$ cat src/rtl/board_render_pkg.sv
// Shared constants, types and FSM states for the board-to-LED-matrix renderer.
package board_render_pkg;

  localparam int BOARD_ROWS       = 6;
  localparam int BOARD_COLS       = 7;
  localparam int MATRIX_DIM       = 16;
  localparam int CELL_SIZE        = 2;
  localparam int BOARD_COL_OFFSET = 1;
  localparam int CURSOR_ROW       = 0;

  typedef logic [BOARD_ROWS-1:0][BOARD_COLS-1:0] board_t;
  typedef logic [MATRIX_DIM-1:0][MATRIX_DIM-1:0] frame_t;

  typedef enum logic [1:0] {
    SNAP   = 2'd0,
    RENDER = 2'd1,
    SWAP   = 2'd2,
    GAP    = 2'd3
  } render_state_t;

endpackage

$ cat src/rtl/board_frame_renderer_blink.sv
// Frame-counted cursor blink: visible for the first half of every BLINK_FRAMES period.
module frame_blink_counter #(
  parameter int BLINK_FRAMES = 64
) (
  input  logic clk,
  input  logic reset,
  input  logic frame_tick,
  output logic cursorVis
);

  localparam int CW = (BLINK_FRAMES > 2) ? $clog2(BLINK_FRAMES) : 1;

  logic [CW-1:0] blink_cnt_reg;

  always_ff @(posedge clk) begin
    if (reset) begin
      blink_cnt_reg <= '0;
    end else if (frame_tick) begin
      blink_cnt_reg <= (blink_cnt_reg == CW'(BLINK_FRAMES - 1)) ? '0 : blink_cnt_reg + 1'b1;
    end
  end

  assign cursorVis = (blink_cnt_reg < CW'(BLINK_FRAMES / 2));

endmodule

$ cat src/rtl/board_frame_renderer.sv
// Renders snapshotted game state into a double-buffered 16x16 red/green frame, one row per clock.
module board_frame_renderer
  import board_render_pkg::*;
#(
  parameter int FRAME_GAP    = 0,
  parameter int BLINK_FRAMES = 64
) (
  input  logic                 clk,
  input  logic                 reset,
  input  logic [5:0][6:0]      board0,
  input  logic [5:0][6:0]      board1,
  input  logic [2:0]           position,
  input  logic                 currentPlayer,
  input  logic                 weHaveAWinner,
  output logic [15:0][15:0]    RedPixels,
  output logic [15:0][15:0]    GrnPixels,
  output logic                 frameDone
);

  render_state_t state_reg;
  logic [3:0]    row_cnt_reg;
  logic [7:0]    gap_cnt_reg;
  board_t        board0_snap_reg, board1_snap_reg;
  logic [2:0]    pos_snap_reg;
  logic          player_snap_reg, win_snap_reg, cursor_vis_snap_reg;
  frame_t        back_red_reg, back_grn_reg;

  logic          cursor_vis;
  logic          frame_tick;

  assign frame_tick = (state_reg == SWAP);

  frame_blink_counter #(.BLINK_FRAMES(BLINK_FRAMES)) u_blink (
    .clk        (clk),
    .reset      (reset),
    .frame_tick (frame_tick),
    .cursorVis  (cursor_vis)
  );

  // Matrix row 15 is the bottom board row, so index the board by the flipped row number.
  logic [3:0]  flip_row;
  logic [2:0]  board_row;
  logic        row_on_board, cursor_rows;
  logic [6:0]  cell0, cell1;
  logic [15:0] cell_red_cols, cell_grn_cols, cursor_cols;
  logic [15:0] overlay, red_row, grn_row;

  assign flip_row     = 4'(MATRIX_DIM - 1) - row_cnt_reg;
  assign board_row    = 3'(flip_row >> 1);
  assign row_on_board = flip_row < 4'(BOARD_ROWS * CELL_SIZE);
  assign cursor_rows  = row_cnt_reg < 4'(CURSOR_ROW + CELL_SIZE);
  assign cell0        = row_on_board ? board0_snap_reg[board_row] : '0;
  assign cell1        = row_on_board ? board1_snap_reg[board_row] : '0;

  assign cell_red_cols[0]            = 1'b0;
  assign cell_red_cols[MATRIX_DIM-1] = 1'b0;
  assign cell_grn_cols[0]            = 1'b0;
  assign cell_grn_cols[MATRIX_DIM-1] = 1'b0;
  assign cursor_cols[0]              = 1'b0;
  assign cursor_cols[MATRIX_DIM-1]   = 1'b0;

  generate
    for (genvar gi = 0; gi < BOARD_COLS; gi++) begin : g_cols
      assign cell_red_cols[CELL_SIZE*gi+BOARD_COL_OFFSET +: CELL_SIZE] = {CELL_SIZE{cell0[gi]}};
      assign cell_grn_cols[CELL_SIZE*gi+BOARD_COL_OFFSET +: CELL_SIZE] = {CELL_SIZE{cell1[gi]}};
      assign cursor_cols[CELL_SIZE*gi+BOARD_COL_OFFSET +: CELL_SIZE] =
        {CELL_SIZE{pos_snap_reg == 3'(gi)}};
    end
  endgenerate

  // Win border replaces the cursor; both take the colour of the player to move.
  assign overlay = ((cursor_rows && cursor_vis_snap_reg && !win_snap_reg) ? cursor_cols : 16'h0000)
                 | (win_snap_reg ? 16'h8001 : 16'h0000);
  assign red_row = cell_red_cols | (player_snap_reg ? 16'h0000 : overlay);
  assign grn_row = cell_grn_cols | (player_snap_reg ? overlay : 16'h0000);

  always_ff @(posedge clk) begin
    if (reset) begin
      state_reg           <= SNAP;
      row_cnt_reg         <= '0;
      gap_cnt_reg         <= '0;
      board0_snap_reg     <= '0;
      board1_snap_reg     <= '0;
      pos_snap_reg        <= 3'd7;
      player_snap_reg     <= 1'b0;
      win_snap_reg        <= 1'b0;
      cursor_vis_snap_reg <= 1'b0;
      back_red_reg        <= '0;
      back_grn_reg        <= '0;
      RedPixels           <= '0;
      GrnPixels           <= '0;
      frameDone           <= 1'b0;
    end else begin
      frameDone <= 1'b0;
      case (state_reg)
        SNAP: begin
          board0_snap_reg     <= board0;
          board1_snap_reg     <= board1;
          pos_snap_reg        <= position;
          player_snap_reg     <= currentPlayer;
          win_snap_reg        <= weHaveAWinner;
          cursor_vis_snap_reg <= cursor_vis;
          row_cnt_reg         <= '0;
          state_reg           <= RENDER;
        end
        RENDER: begin
          back_red_reg[row_cnt_reg] <= red_row;
          back_grn_reg[row_cnt_reg] <= grn_row;
          row_cnt_reg               <= row_cnt_reg + 1'b1;
          if (row_cnt_reg == 4'(MATRIX_DIM - 1)) state_reg <= SWAP;
        end
        SWAP: begin
          RedPixels   <= back_red_reg;
          GrnPixels   <= back_grn_reg;
          frameDone   <= 1'b1;
          gap_cnt_reg <= '0;
          state_reg   <= (FRAME_GAP > 0) ? GAP : SNAP;
        end
        GAP: begin
          gap_cnt_reg <= gap_cnt_reg + 1'b1;
          if (gap_cnt_reg == 8'(FRAME_GAP - 1)) state_reg <= SNAP;
        end
        default: state_reg <= SNAP;
      endcase
    end
  end

endmodule

$ cat config.mk
export PLATFORM = sky130hd
export DESIGN_NAME = board_frame_renderer
export DESIGN_NICKNAME = d
export VERILOG_FILES = /design/src/rtl/board_render_pkg.sv /design/src/rtl/board_frame_renderer_blink.sv /design/src/rtl/board_frame_renderer.sv
export SDC_FILE = /design/constraint.sdc
export NUM_CORES = 1
export LEC_CHECK = 0
export ABC_CLOCK_PERIOD_IN_PS = 2100
export BUFFER_PORTS_ARGS = -buffer_cell sky130_fd_sc_hd__clkbuf_2
export CAP_MARGIN = 20
export CORE_ASPECT_RATIO = 2
export CORE_UTILIZATION = 37
export DETAILED_ROUTE_END_ITERATION = 12
export MAX_ROUTING_LAYER = met4
export SYNTH_ARGS = -nofsm -noshare
export SYNTH_HDL_FRONTEND = slang
export SYNTH_HIERARCHICAL = 1
export SYNTH_SLANG_ARGS = --single-unit
$ cat constraint.sdc
create_clock -name clk -period 2.1 [get_ports clk]
set_input_delay 0.42 -clock clk [delete_from_list [all_inputs] [get_ports clk]]
set_output_delay 0.42 -clock clk [all_outputs]
set_load 0.02 [all_outputs]
# Yosys cells after proc, flatten, opt, wreduce, memory -nomap -nowiden
# Index checks and enable logic that the tools add are counted.
[totals]
reg_bits = 1135
inputBits = 91
output_inout_bits = 513
wordCells = 142
[op_classes]
add_sub_neg = 4
magnitude_cmp = 6
eq_ne = 14
mux = 21
bitwise_logic = 3
reduce_logical = 9
[ops]
columns = ["operator", "count"]
rows = [
  ["bitwise mux 256 bit", 2],
  ["demux 16 bit (select 4 bit)", 1],
  ["two-way mux 16 bit", 4],
  ["bitwise OR 15 x 16 -> 16 bit", 3],
  ["binary-select mux 7 bit (select 3 bit)", 2],
  ["two-way mux 7 bit", 4],
  ["case mux 8 bit (2 select lines)", 1],
  ["two-way mux 15 bit", 1],
  ["equality test 3 bit (second input constant)", 3],
  ["adder 8 x 1 -> 8 bit (second input constant)", 1],
  ["equality test 8 bit (second input constant)", 1],
  ["case mux 2 bit (4 select lines)", 1],
  ["case mux 4 bit (2 select lines)", 1],
  ["adder 6 x 1 -> 6 bit (second input constant)", 1],
  ["equality test 3 x 2 -> 1 bit (second input constant)", 2],
  ["equality test 6 bit (second input constant)", 1],
  ["less-than comparator 6 bit (second input constant)", 1],
  ["two-way mux 6 bit", 1],
  ["less-than comparator 4 x 5 -> 1 bit (second input constant)", 1],
  ["adder 4 x 1 -> 4 bit (second input constant)", 1],
  ["equality test 2 bit (second input constant)", 2],
  ["equality test 4 bit (second input constant)", 1],
  [">= comparator 4 x 1 -> 1 bit (second input constant)", 1],
  ["less-than comparator 3 x 4 -> 1 bit (second input constant)", 1],
  ["14 further kinds", 19],
]

# Longest topological paths before layout
[depth]
depth_word = 8
mapped_depth = 9
ltp_nobuf = 5

# By module
# Netlist, hierarchy kept.
[modules_own_cells]
columns = ["module", "n_inst", "cells_each", "area_each_um2", "seq_area_each_um2"]
rows = [
  ["board_frame_renderer", 1, 2899, 24382.1, 12351.8],
  ["frame_blink_counter", 1, 34, 286.5, 120.1],
]

# Least setup slack after synthesis
# OpenSTA, ideal clock, no wires.
[synth_path]
path_type = "reg-to-reg"
startpoint = "register row_cnt_reg[1]"
endpoint = "register back_red_reg[90] in the netlist's numbering"
setup_ns = 0.086
t_arrival_ns = 1.858
t_required_ns = 2.014
slack_ns = 0.157
path_stages_with_launch = 10
path_buffers = 4
period_less_slack_ns = 1.943
cell_sequence = "dfxtp_1 > buf_6 > buf_2 > inv_1 > ha_1 > inv_1 > clkbuf_1 > nor2_1 > clkbuf_1 > a211oi_1"
[synth_between]
elab_chain_len = 8
elab_cells_between_ends = 18
cone_classes = "add/sub: 1; order compare: 4; mux: 8; bitwise: 2; reduce/logical: 3"
[synth_lines]
columns = ["element", "line_no", "source"]
rows = [
  ["start: declaration", "board_frame_renderer.sv:21", "logic [3:0] row_cnt_reg;"],
  ["start signal: assignment", "board_frame_renderer.sv:109", "row_cnt_reg <= row_cnt_reg + 1'b1;"],
  ["branches (longest 7 deep; another with subtractor 4 bit)", "-", ""],
  ["bitwise mux 256 bit *", "board_frame_renderer.sv:107", "back_red_reg[row_cnt_reg] <= red_row;"],
  ["end signal: indexed assignment", "board_frame_renderer.sv:107", ""],
  ["end: declaration", "board_frame_renderer.sv:26", "frame_t back_red_reg, back_grn_reg;"],
]
# Mark *: on every way between the ends. The select of a mux whose other input is x is not followed.
# A chain may end at the register's enable or synchronous reset.

# Final worst setup path
[layout_path]
startpoint = "register row_cnt_reg[1]"
endpoint = "register back_grn_reg[72] in the netlist's numbering"
[layout_between]
elab_chain_len = 8
elab_cells_between_ends = 18
cone_classes = "add/sub: 1; order compare: 4; mux: 8; bitwise: 2; reduce/logical: 3"
[layout_lines]
columns = ["element", "line_no", "source"]
rows = [
  ["branches (longest 7 deep; another with subtractor 4 bit)", "-", ""],
  ["bitwise mux 256 bit *", "board_frame_renderer.sv:108", "back_grn_reg[row_cnt_reg] <= grn_row;"],
  ["end signal: indexed assignment", "board_frame_renderer.sv:108", ""],
  ["end: declaration", "board_frame_renderer.sv:26", ""],
]
# Marked as above.

==> summary.md <==
| Metric | Value |
|---|---|
| Most frequent cells in the layout | nand2_1 (722), dfxtp_1 (622), clkbuf_2 (602), a21oi_1 (553), a211oi_1 (168) |
| Synth unique cells | 54 |
| Fin nets | 3286 |
| Area delta synth->final | 16.8% |
| Worst endpoint required time | roughly 2.6 ns |
| PwrDens | roughly 800 nW/um^2 |
| Layout Utilization | a little over two fifths |
| Die Span X | 185 um |
| CTS HTree Levels | 2 |
| CTS tree | yes |
| Max VDD drop | 0.718 mV |
| Crit path max fanout | 26 |
| Hold path depth | 3 |
| I/O pin cnt | between 600 and 700 |
| Slew at the pin closest to its max-slew limit | 0.845 ns |
| Initial Util | 37.4% |
| Synth Cell Area | 24700 um^2 |
| Worst reg-to-reg path cell count | 6 |
| Routed len/inst | 20.8 um |
| Sink Count | slightly above 600 |
| FF+latch area | 12500 um^2 |
| Main synth FF type | dfxtp_1 |
| CTS Root Cell | clkbuf_16 |
| Detailed Route WL | 85.5 mm |
| Final WS setup | roughly 0.036 ns |
| Skew final | 0.0341 ns |
| Pleak | 0.0109 uW |
| Critical path capture point type | flop |
| Period Utilization, post-route | 98.3% |
| Die area | 67800 um^2 |
| Gr ovfl total | 0 |
| Syn nets | 3030 |
| CTS Buf Count | 54 |
| Worst-Skew Late Latency | 0.61 ns |
| Vias in the first global route | between 15000 and 20000 |
| Critical path class | flop to flop |
| Vias/cell | 5.16 |
| Number of synthesized register bits | 623 |
| Initial DRC count | ~1500 |
| Synth warnings | 6 |
| Final setup vio count | 0 |
| # DRC | 0 |
| # hold bufs at CTS | 0 |
| Pins Over Slew Limit | 0 |
| Min-delay worst type | input pin to flop |
| Setup tns final | 0 ns |
| Count of buffers from port buffering | 603 |
| Fillers | 6710 |
| Avg Inst Size Synth | 8.41 um^2 |
| Achievable Freq | 0.485 GHz |
| Layout cell share with drive strength beyond 1 | 26.8% |
| Core footprint | 65900 um^2 |
| Hold_ws | 0.0311 ns |
| Crit start category | flop |
| First-pass detailed-route iteration total | 5 |
| Place WS | 0.0283 ns |
| Final Wtd Congestion | ~0.84 |
| Synth Instances | 2933 |
| Slew Limit Headroom | a little over two fifths |
| # rows | between 100 and 150 |
| Multi-input logic area | just over 9000 um^2 |
| Unrepaired setup endpoints after global routing | false |
| First-pass GRT wire length | 125 mm |
| Pin count of the biggest net entering global routing | approximately 140 |
| WP data arrival | roughly 2.5 ns |
| Max clock buf depth | 3 |
| Status | finished, final reports clean |
| Minimum clock period | ~2.1 ns |
| Clock transition at path regs | 0.07 ns |
| Antenna violations before repair | 1 |
| Vias post-DR | 21200 |
| Ys async rst share | 0% |
| Total power | ~23000 uW |
| Number of synthesized flops with an enable pin | 0 |
| Final hold violations | 0 |
| Most common cell after layout, fill and taps aside | nand2_1 |
| Routed Antenna Nets | 0 |
| Die Y | 367 um |
| Max-cap violations | 0 |
| Total GRT Usage | 25.1% |
| Seq/Total Area, Yosys | 50.6% |
| DP HPWL | 59.7 mm |
## synth_stat cells, types with 2 or more instances
cell       number  area [um^2]
buf_2          43          215
mux2_2         41          462
o32ai_1        40          350
inv_1          47          176
or3_1           3         18.8
nand4_1         2         12.5
clkbuf_1      175          657
nand3b_1        4         30.0
nand2b_1        4         25.0
a222oi_1       14          140
o211ai_1        3         22.5
mux2i_1         2         20.0
dfxtp_1       623        12500
nand4b_1        2         17.5
buf_1          13         48.8
nand4bb_1       2         22.5
o22ai_1        16          100
nand2_1       722         2710
xnor2_1         2         17.5
nor3_1          5         25.0
a211oi_1      168         1260
buf_4         274         2060
xor2_1          4         35.0
a21oi_1       553         2770
nor2_1         23         86.3
buf_6           2         22.5
nand3_1        72          360
or4_1           2         15.0
and2_1          2         12.5
o21ai_0        34          170
nor2_4          2         22.5
nor2b_1         4         25.0
nor3b_1         2         15.0
ha_1            6         75.1
nor4bb_1        3         30.0
## stage by stage
stage,instances,area (um^2)
floorplan,2933,24700
global placement,4006,27000
detailed placement,4006,27000
CTS,4102,28800
global route,4107,28800
finish,4107,28800
## power breakdown
| part | total [uW] | switching [uW] | internal (uW) |
|---|---|---|---|
| logic | 880 | 583 | 297 |
| clock network | 10200 | 4520 | 5720 |
| registers | 12000 | 73.7 | 11900 |
## critical path, cell delays in order, from the launching register on
cell and delay, ns:
dfxtp_4 0.42, buf_12 0.20, mux2_2 0.36, a222oi_1 0.35, buf_4 0.20, clkbuf_4 0.25, a211oi_1 0.10
## layer usage
layer	routed length (um)	GRT usage [%]	up-vias	share of wire [%]
met4	4440	12.3	0	5.2
met2	44000	43.4	828	51
li1	-	-	10200	-
met5	0	-	-	0
met1	33100	28.7	9988	39
met3	3950	2.07	164	4.6
## worst paths after layout
path	slack (ns)	start	end
setup / recovery	0.04	row_cnt_reg[1]$_SDFFE_PP0P_	back_grn_reg[72]$_SDFFE_PP0P_
hold / removal	0.03	board1[36]	board1_snap_reg[36]$_SDFFE_PP0P_
setup reg to reg	0.04	row_cnt_reg[1]$_SDFFE_PP0P_	back_grn_reg[72]$_SDFFE_PP0P_
hold reg to reg	0.45	back_red_reg[74]$_SDFFE_PP0P_	RedPixels[74]$_SDFFE_PP0P_
## what timing repair did
action | 4_1_cts | 5_1_grt
gates cloned | 0 | 2
setup endpoints to repair | 10 | 64
buffers inserted | 0 | 2
resized for setup | 1 | 10
hold endpoints to repair | 0 | 0
pin swaps | 0 | 0
## cells by family (layout without fill, tap and decap cells)
logic type / Yosys count / after routing / share of synthesized area, %
DFF: 623 / 623 / 50.6
other: 0 / 1 / 0
adders and majority gates: 6 / 6 / 0.304
xor gates and xnor gates: 6 / 6 / 0.213
muxes: 44 / 44 / 2.00
and+or+nand+nor: 865 / 865 / 14.4
AOI/OAI and AO/OA: 832 / 832 / 19.6
buffers and inverters: 557 / 853 / 12.9
## cell type report
class	count	share of cell area [%]
sequential	623	43.3
timing repair buffer	708	14.2
multi-input combinational	1753	31.8
tap	877	3.81
antenna	1	0.00869
inverter	49	0.665
clock buffer	78	5.49
clock inverter	18	0.721
No activity file was read; power rests on OpenSTA's default activity.
